File: src/rtl/alu_cmd_issuer_if.sv
// alu_pkg: ALU_IO command struct shared with alu_8bit.
// alu_cmd_issuer_if: command, response and ALU-side signals of alu_cmd_issuer.
package alu_pkg;
    localparam int ALU_WIDTH = 8;

    typedef enum logic [2:0] {
        ALU_ADD,
        ALU_SUB,
        ALU_AND,
        ALU_OR,
        ALU_XOR,
        ALU_NOT,
        ALU_SHL,
        ALU_SHR
    } alu_op_e;

    typedef struct packed {
        logic [ALU_WIDTH-1:0] A;
        logic [ALU_WIDTH-1:0] B;
        alu_op_e              operation;
        logic                 cin;
    } ALU_IO;
endpackage

interface alu_cmd_issuer_if #(
    parameter int WIDTH = alu_pkg::ALU_WIDTH
);
    import alu_pkg::*;

    logic             cmd_valid;
    logic             cmd_ready;
    logic [WIDTH-1:0] cmd_a;
    logic [WIDTH-1:0] cmd_b;
    alu_op_e          cmd_op;
    logic             cmd_cin;
    logic             cmd_chain;

    ALU_IO            alu_drive;
    logic [WIDTH-1:0] alu_result;
    logic             alu_carry;

    logic             rsp_valid;
    logic             rsp_ready;
    logic [WIDTH-1:0] rsp_result;
    logic             rsp_carry;

    modport master (
        output cmd_valid, cmd_a, cmd_b, cmd_op, cmd_cin, cmd_chain, rsp_ready,
        output alu_result, alu_carry,
        input  cmd_ready, rsp_valid, rsp_result, rsp_carry, alu_drive
    );

    modport slave (
        input  cmd_valid, cmd_a, cmd_b, cmd_op, cmd_cin, cmd_chain, rsp_ready,
        input  alu_result, alu_carry,
        output cmd_ready, rsp_valid, rsp_result, rsp_carry, alu_drive
    );
endinterface

File: src/rtl/alu_cmd_issuer.sv
// Buffers ALU commands, drives ALU_IO one op at a time, returns result/carry on a valid/ready channel.
// Optional statistics counters enabled by defining ALU_ISSUER_STATS_EN.
module alu_cmd_issuer
    import alu_pkg::*;
#(
    parameter int WIDTH = ALU_WIDTH,
    parameter int DEPTH = 4
) (
    input  logic            clk,
    input  logic            rst_n,
    alu_cmd_issuer_if.slave bus
`ifdef ALU_ISSUER_STATS_EN
    ,
    output logic [15:0]     stat_ops,
    output logic [15:0]     stat_carries
`endif
);
    localparam int PW = $clog2(DEPTH);
    localparam int CW = PW + 1;

    typedef struct packed {
        logic [WIDTH-1:0] a;
        logic [WIDTH-1:0] b;
        alu_op_e          op;
        logic             cin;
        logic             chain;
    } entry_t;

    typedef enum logic [1:0] {IDLE, ISSUE, RESP} state_e;

    state_e        state;
    state_e        state_nxt;
    entry_t        fifo [DEPTH];
    entry_t        head;
    logic [PW-1:0] wr_ptr;
    logic [PW-1:0] rd_ptr;
    logic [CW-1:0] count;
    logic          not_empty;
    logic          push;
    logic          pop;
    logic          capture;
    logic          carry_hist;

    assign head          = fifo[rd_ptr];
    assign not_empty     = (count != '0);
    assign bus.cmd_ready = (count != CW'(DEPTH));
    assign push          = bus.cmd_valid && bus.cmd_ready;

    always_ff @(posedge clk) begin
        if (!rst_n) begin
            state <= IDLE;
        end else begin
            state <= state_nxt;
        end
    end

    always_comb begin
        state_nxt = state;
        case (state)
            IDLE:    if (not_empty) state_nxt = ISSUE;
            ISSUE:   state_nxt = RESP;
            RESP:    if (bus.rsp_ready) state_nxt = not_empty ? ISSUE : IDLE;
            default: state_nxt = IDLE;
        endcase
    end

    // Pop decisions use the registered count, so a push never bypasses into the same edge's pop.
    always_comb begin
        pop     = 1'b0;
        capture = 1'b0;
        case (state)
            IDLE:    pop = not_empty;
            ISSUE:   capture = 1'b1;
            RESP:    pop = bus.rsp_ready && not_empty;
            default: ;
        endcase
    end

    always_ff @(posedge clk) begin
        if (push) begin
            fifo[wr_ptr] <= '{a: bus.cmd_a, b: bus.cmd_b, op: bus.cmd_op,
                              cin: bus.cmd_cin, chain: bus.cmd_chain};
        end
    end

    always_ff @(posedge clk) begin
        if (!rst_n) begin
            wr_ptr <= '0;
            rd_ptr <= '0;
            count  <= '0;
        end else begin
            if (push) wr_ptr <= wr_ptr + 1'b1;
            if (pop)  rd_ptr <= rd_ptr + 1'b1;
            case ({push, pop})
                2'b10:   count <= count + 1'b1;
                2'b01:   count <= count - 1'b1;
                default: ;
            endcase
        end
    end

    // Chained cin is resolved at pop time; the previous op has always been captured by then.
    always_ff @(posedge clk) begin
        if (!rst_n) begin
            bus.alu_drive  <= '0;
            bus.rsp_valid  <= 1'b0;
            bus.rsp_result <= '0;
            bus.rsp_carry  <= 1'b0;
            carry_hist     <= 1'b0;
        end else begin
            if (pop) begin
                bus.alu_drive <= '{A: head.a, B: head.b, operation: head.op,
                                   cin: head.chain ? carry_hist : head.cin};
            end
            if (capture) begin
                bus.rsp_result <= bus.alu_result;
                bus.rsp_carry  <= bus.alu_carry;
                bus.rsp_valid  <= 1'b1;
                carry_hist     <= bus.alu_carry;
            end else if (state == RESP && bus.rsp_ready) begin
                bus.rsp_valid  <= 1'b0;
            end
        end
    end

`ifdef ALU_ISSUER_STATS_EN
    always_ff @(posedge clk) begin
        if (!rst_n) begin
            stat_ops     <= '0;
            stat_carries <= '0;
        end else if (capture) begin
            if (stat_ops != '1) stat_ops <= stat_ops + 16'd1;
            if (bus.alu_carry && stat_carries != '1) stat_carries <= stat_carries + 16'd1;
        end
    end
`endif

endmodule
File: src/flat_wrapper.sv
// flat-port wrapper written by rule: the top's interface ports become plain ports
module alu_cmd_issuer_flat import alu_pkg::*;
#(
    parameter int WIDTH = ALU_WIDTH,
    parameter int DEPTH = 4
)
  (clk, rst_n, bus_cmd_valid, bus_cmd_a, bus_cmd_b, bus_cmd_op, bus_cmd_cin, bus_cmd_chain, bus_rsp_ready, bus_alu_result, bus_alu_carry, bus_cmd_ready, bus_rsp_valid, bus_rsp_result, bus_rsp_carry, bus_alu_drive);
  alu_cmd_issuer_if #(.WIDTH(WIDTH)) bus_i ();
  input  logic clk;
  input  logic rst_n;
  input wire logic [$bits(bus_i.cmd_valid)-1:0] bus_cmd_valid;
  input wire logic [$bits(bus_i.cmd_a)-1:0] bus_cmd_a;
  input wire logic [$bits(bus_i.cmd_b)-1:0] bus_cmd_b;
  input wire logic [$bits(bus_i.cmd_op)-1:0] bus_cmd_op;
  input wire logic [$bits(bus_i.cmd_cin)-1:0] bus_cmd_cin;
  input wire logic [$bits(bus_i.cmd_chain)-1:0] bus_cmd_chain;
  input wire logic [$bits(bus_i.rsp_ready)-1:0] bus_rsp_ready;
  input wire logic [$bits(bus_i.alu_result)-1:0] bus_alu_result;
  input wire logic [$bits(bus_i.alu_carry)-1:0] bus_alu_carry;
  output wire logic [$bits(bus_i.cmd_ready)-1:0] bus_cmd_ready;
  output wire logic [$bits(bus_i.rsp_valid)-1:0] bus_rsp_valid;
  output wire logic [$bits(bus_i.rsp_result)-1:0] bus_rsp_result;
  output wire logic [$bits(bus_i.rsp_carry)-1:0] bus_rsp_carry;
  output wire logic [$bits(bus_i.alu_drive)-1:0] bus_alu_drive;
  assign bus_i.cmd_valid = bus_cmd_valid;
  assign bus_i.cmd_a = bus_cmd_a;
  assign bus_i.cmd_b = bus_cmd_b;
  assign bus_i.cmd_op = bus_cmd_op;
  assign bus_i.cmd_cin = bus_cmd_cin;
  assign bus_i.cmd_chain = bus_cmd_chain;
  assign bus_i.rsp_ready = bus_rsp_ready;
  assign bus_i.alu_result = bus_alu_result;
  assign bus_i.alu_carry = bus_alu_carry;
  assign bus_cmd_ready = bus_i.cmd_ready;
  assign bus_rsp_valid = bus_i.rsp_valid;
  assign bus_rsp_result = bus_i.rsp_result;
  assign bus_rsp_carry = bus_i.rsp_carry;
  assign bus_alu_drive = bus_i.alu_drive;
  alu_cmd_issuer #(.WIDTH(WIDTH), .DEPTH(DEPTH)) u_core (.clk(clk), .rst_n(rst_n), .bus(bus_i));
endmodule
File: config.mk
export PLATFORM = sky130hd
export DESIGN_NAME = alu_cmd_issuer_flat
export DESIGN_NICKNAME = d
export VERILOG_FILES = /design/src/rtl/alu_cmd_issuer_if.sv /design/src/rtl/alu_cmd_issuer.sv /design/src/flat_wrapper.sv
export SDC_FILE = /design/constraint.sdc
export NUM_CORES = 1
export LEC_CHECK = 0
export CORE_MARGIN = 1
export CORE_UTILIZATION = 31
export CTS_CLUSTER_DIAMETER = 100
export DETAILED_ROUTE_END_ITERATION = 10
export PLACE_DENSITY = 0.56
export SETUP_SLACK_MARGIN = 0.02
export SLEW_MARGIN = 20
export SYNTH_ARGS = -nofsm -noshare
export SYNTH_HDL_FRONTEND = slang
export SYNTH_SLANG_ARGS = --single-unit
File: constraint.sdc
create_clock -name clk -period 5.17 [get_ports clk]
set_clock_uncertainty 0.2 [all_clocks]
set_input_delay 1.034 -clock clk [delete_from_list [all_inputs] [get_ports clk]]
set_output_delay 1.034 -clock clk [all_outputs]
set_load 0.03 [all_outputs]
==> metrics.md <==
| Metric | Value |
|---|---|
| Run status | finished, final reports clean |
| Yosys cell types | 28 |
| Port Buffers | 64 |
| Final Hold Fails | 0 |
| Clk sinks | 125 |
| Row count | 44 |
| CP arrival | 3830 ps |
| Clk pwr share | 0.333 |
| Sequential group share of total power | 0.399 |
| Footprint of the multi-input gates | 1150 sq um |
| Worst-Skew Late Latency | 400 ps |
| Layout cell share with drive strength beyond 1 | 0.159 |
| Post-CTS sizing | 0 |
| Routed WL per cell | 15.5 microns |
| Post-CTS setup buffer count | 0 |
| Comb pwr share | 0.268 |
| FF+latch area | 3350 sq um |
| Gpl congestion | 0.690 |
| Max-slew violations | 0 |
| I/O pin cnt | 65 |
| Synth Area per Inst | 15.0 sq um |
| Mapped Area | 4610 sq um |
| Sw Ratio | 0.306 |
| CP required | 5300 ps |
| Final period utilization | 0.715 |
| # DRC | 0 |
| Hold Crit Class | reg2reg |
| Grt ovf | 0 |
| Core area | 14500 sq um |
| Initial Util | 0.317 |
| Max Clk Rate | 0.270 GHz |
| Antenna violations before repair | 0 |
| First-pass GRT wire length | 13900 microns |
| CTS tree | done |
| Iter 0 DRT Violations | 167 |
| Metal3 WL | 424 microns |
| DRT Wirelength | 9000 microns |
| Worst slew pin tran | 1040 ps |
| Register area share after synthesis | 0.726 |
| Worst relative slew slack | 0.306 |
| Share of the synthesized area in the top cell type | 0.548 |
| Fillers | 1352 |
| Int Pwr | 0.00242 W |
| Count leader, synth | edfxtp_1 |
| CTS Root Cell | clkbuf_16 |
| Synthesized flop and latch total | 125 |
| Final TNS setup | 0 ps |
| Ys async rst share | 0 |
| CTS Hold Bufs | 0 |
| Post-DP HPWL | 5400 microns |
| PwrDens | 577 nW/um^2 |
| RSZ-0062 raised after global routing | no |
| DRT Pass-1 Iters | 4 |
| Die area | 15300 sq um |
| Area Overhead vs Synth | 31.5% |
| Met2 WL | 4560 microns |
| Top Metal Used | met4 |
| Cell taking the most area after synthesis | edfxtp_1 |
| DR vias | 2645 |
| Die span in y | 124 microns |
| Crit. End Element | register |
| Placed insts | 548 |
| Pin count of the biggest net entering global routing | 26 |
| Post-synth top cells | 84 x edfxtp_1, 58 x nand2_1, 41 x dfxtp_1, 35 x a21oi_1, 19 x mux4_2 |
| Pleak | 2.04 nW |
| GR Util All Layers | 0.126 |
| CTS clock-pin slew for the worst setup and hold paths | 50 ps |
| Mapped Cells | 308 |
| Worst Path Class, Setup | in2reg |
| H-tree depth | 4 |
| Met1 wire length | 3960 microns |
| NetSw | 0.00107 W |
| Vias in the first global route | 2636 |
| CP Max Fanout | 23 |
| Max IR drop VDD | 268 uV |
| Synth warn | 0 |
| Post-route ant nets | 0 |
| Ys flop type | edfxtp_1 |
| Post-synth EDFFs | 84 |
| MaxCap Viol Count | 0 |
| Num CTS Buffers | 17 |
| Die W | 124 microns |
| ANT cells | 0 |
| Type of origin of the critical path | input port |
| Min Tclk post-route | 3700 ps |
| Max Root-Sink Buffers | 2 |
| Drt via density | 4.57 |
| Setup-failing EPs final | 0 |
| Non-Filler Instances | 579 |
| Post-layout net count | 423 |
| Post-Syn Nets | 348 |
| Synth top area cells | edfxtp_1 55%, dfxtp_1 18%, mux4_2 9.3%, nand2_1 4.7%, a21oi_1 3.8% |
sequential cells by signal (all words and copies together) (netlist names), named ones only:
name / count
u_core.fifo: 84
u_core.bus.alu_drive: 20
u_core.count: 3
u_core.rd_ptr: 2
u_core.carry_hist: 1
u_core.wr_ptr: 2
u_core.state: 2
u_core.bus.rsp_result: 8
u_core.bus.rsp_valid: 1
cell families (layout without fill, tap and decap cells):
group / Yosys count / count (layout) / share of synthesized area
flip-flops: 125 / 125 / 0.726
AND/OR/NAND/NOR: 84 / 84 / 0.0791
AO/OA/AOI/OAI: 42 / 42 / 0.0478
buffers and inverters: 26 / 113 / 0.0244
multiplexers: 21 / 21 / 0.0973
adder cells (fa/ha/maj): 6 / 6 / 0.0179
XOR/XNOR: 4 / 4 / 0.00761
layout make-up:
class                           instances  share of cell area
Sequential cell                       125               0.552
Multi-Input combinational cell        157               0.190
Timing Repair Buffer                   72               0.116
Clock buffer                           19              0.0731
Tap cell                              184              0.0380
Clock inverter                         12              0.0242
Inverter                               10             0.00620
worst paths after layout:
check                                             start                               endpoint  slack, ps  cells after the start
setup / recovery                          bus_rsp_ready           u_core.count[2]$_SDFFE_PN0P_       1470                     11
hold / removal    u_core.bus.rsp_result[3]$_SDFFE_PN0P_  u_core.bus.rsp_result[3]$_SDFFE_PN0P_        260                      2
setup reg to reg           u_core.count[0]$_SDFFE_PN0P_           u_core.count[2]$_SDFFE_PN0P_       2150                     10
hold reg to reg   u_core.bus.rsp_result[3]$_SDFFE_PN0P_  u_core.bus.rsp_result[3]$_SDFFE_PN0P_        260                      2
per-stage QoR:
stage	utilization	cell area [sq um]	total power (W)	hold WS [ps]	setup WS, ps
after floorplan	-	4610	0.00202	233	2010
after global placement	0.376	5460	0.00235	243	1100
after detailed placement	0.376	5470	0.00237	253	1060
after CTS	0.417	6050	0.00355	260	1460
after global routing	0.417	6060	0.00368	275	1310
final	0.417	6060	0.00350	257	1470
power by group through the flow:
| stage | clock, W | sequential [W] | combinational [W] |
|---|---|---|---|
| 3_3_place_gp | 0 | 0.00142 | 0.000937 |
| 6_report | 0.00116 | 0.00139 | 0.000936 |
| 3_5_place_dp | 0 | 0.00142 | 0.000953 |
| 5_1_grt | 0.00123 | 0.00143 | 0.00102 |
| 4_1_cts | 0.00119 | 0.00140 | 0.000957 |
| 2_1_floorplan | 0 | 0.00151 | 0.000507 |
metal layers:
layer  track usage  up-vias
met2         0.217       55
met1         0.147     1315
li1              -     1268
met4        0.0446        0
met5             0        -
met3        0.0412        7
critical path, cell delays in order:
cell	delay (ps)
clkdlybuf4s50_1	480
nor2b_1	60
or3_1	300
buf_4	230
inv_2	390
ha_1	270
inv_1	60
fa_1	370
xor2_1	180
or3_1	310
a21oi_1	140
layout by cell type, fill, tap and decap left out, types with 3 or more instances in the layout:
cell	netlist	final
dfxtp_1	41	39
inv_1	9	9
clkbuf_16	0	17
bufinv_16	0	3
a21oi_1	35	35
clkinv_2	0	5
ha_1	5	5
clkdlybuf4s50_1	0	64
o21ai_0	5	5
edfxtp_1	84	84
nor2_1	8	8
mux4_2	19	19
buf_4	3	8
clkinvlp_4	0	3
or3_1	4	4
nand2_1	58	58
No activity file was read; power rests on OpenSTA's default activity.
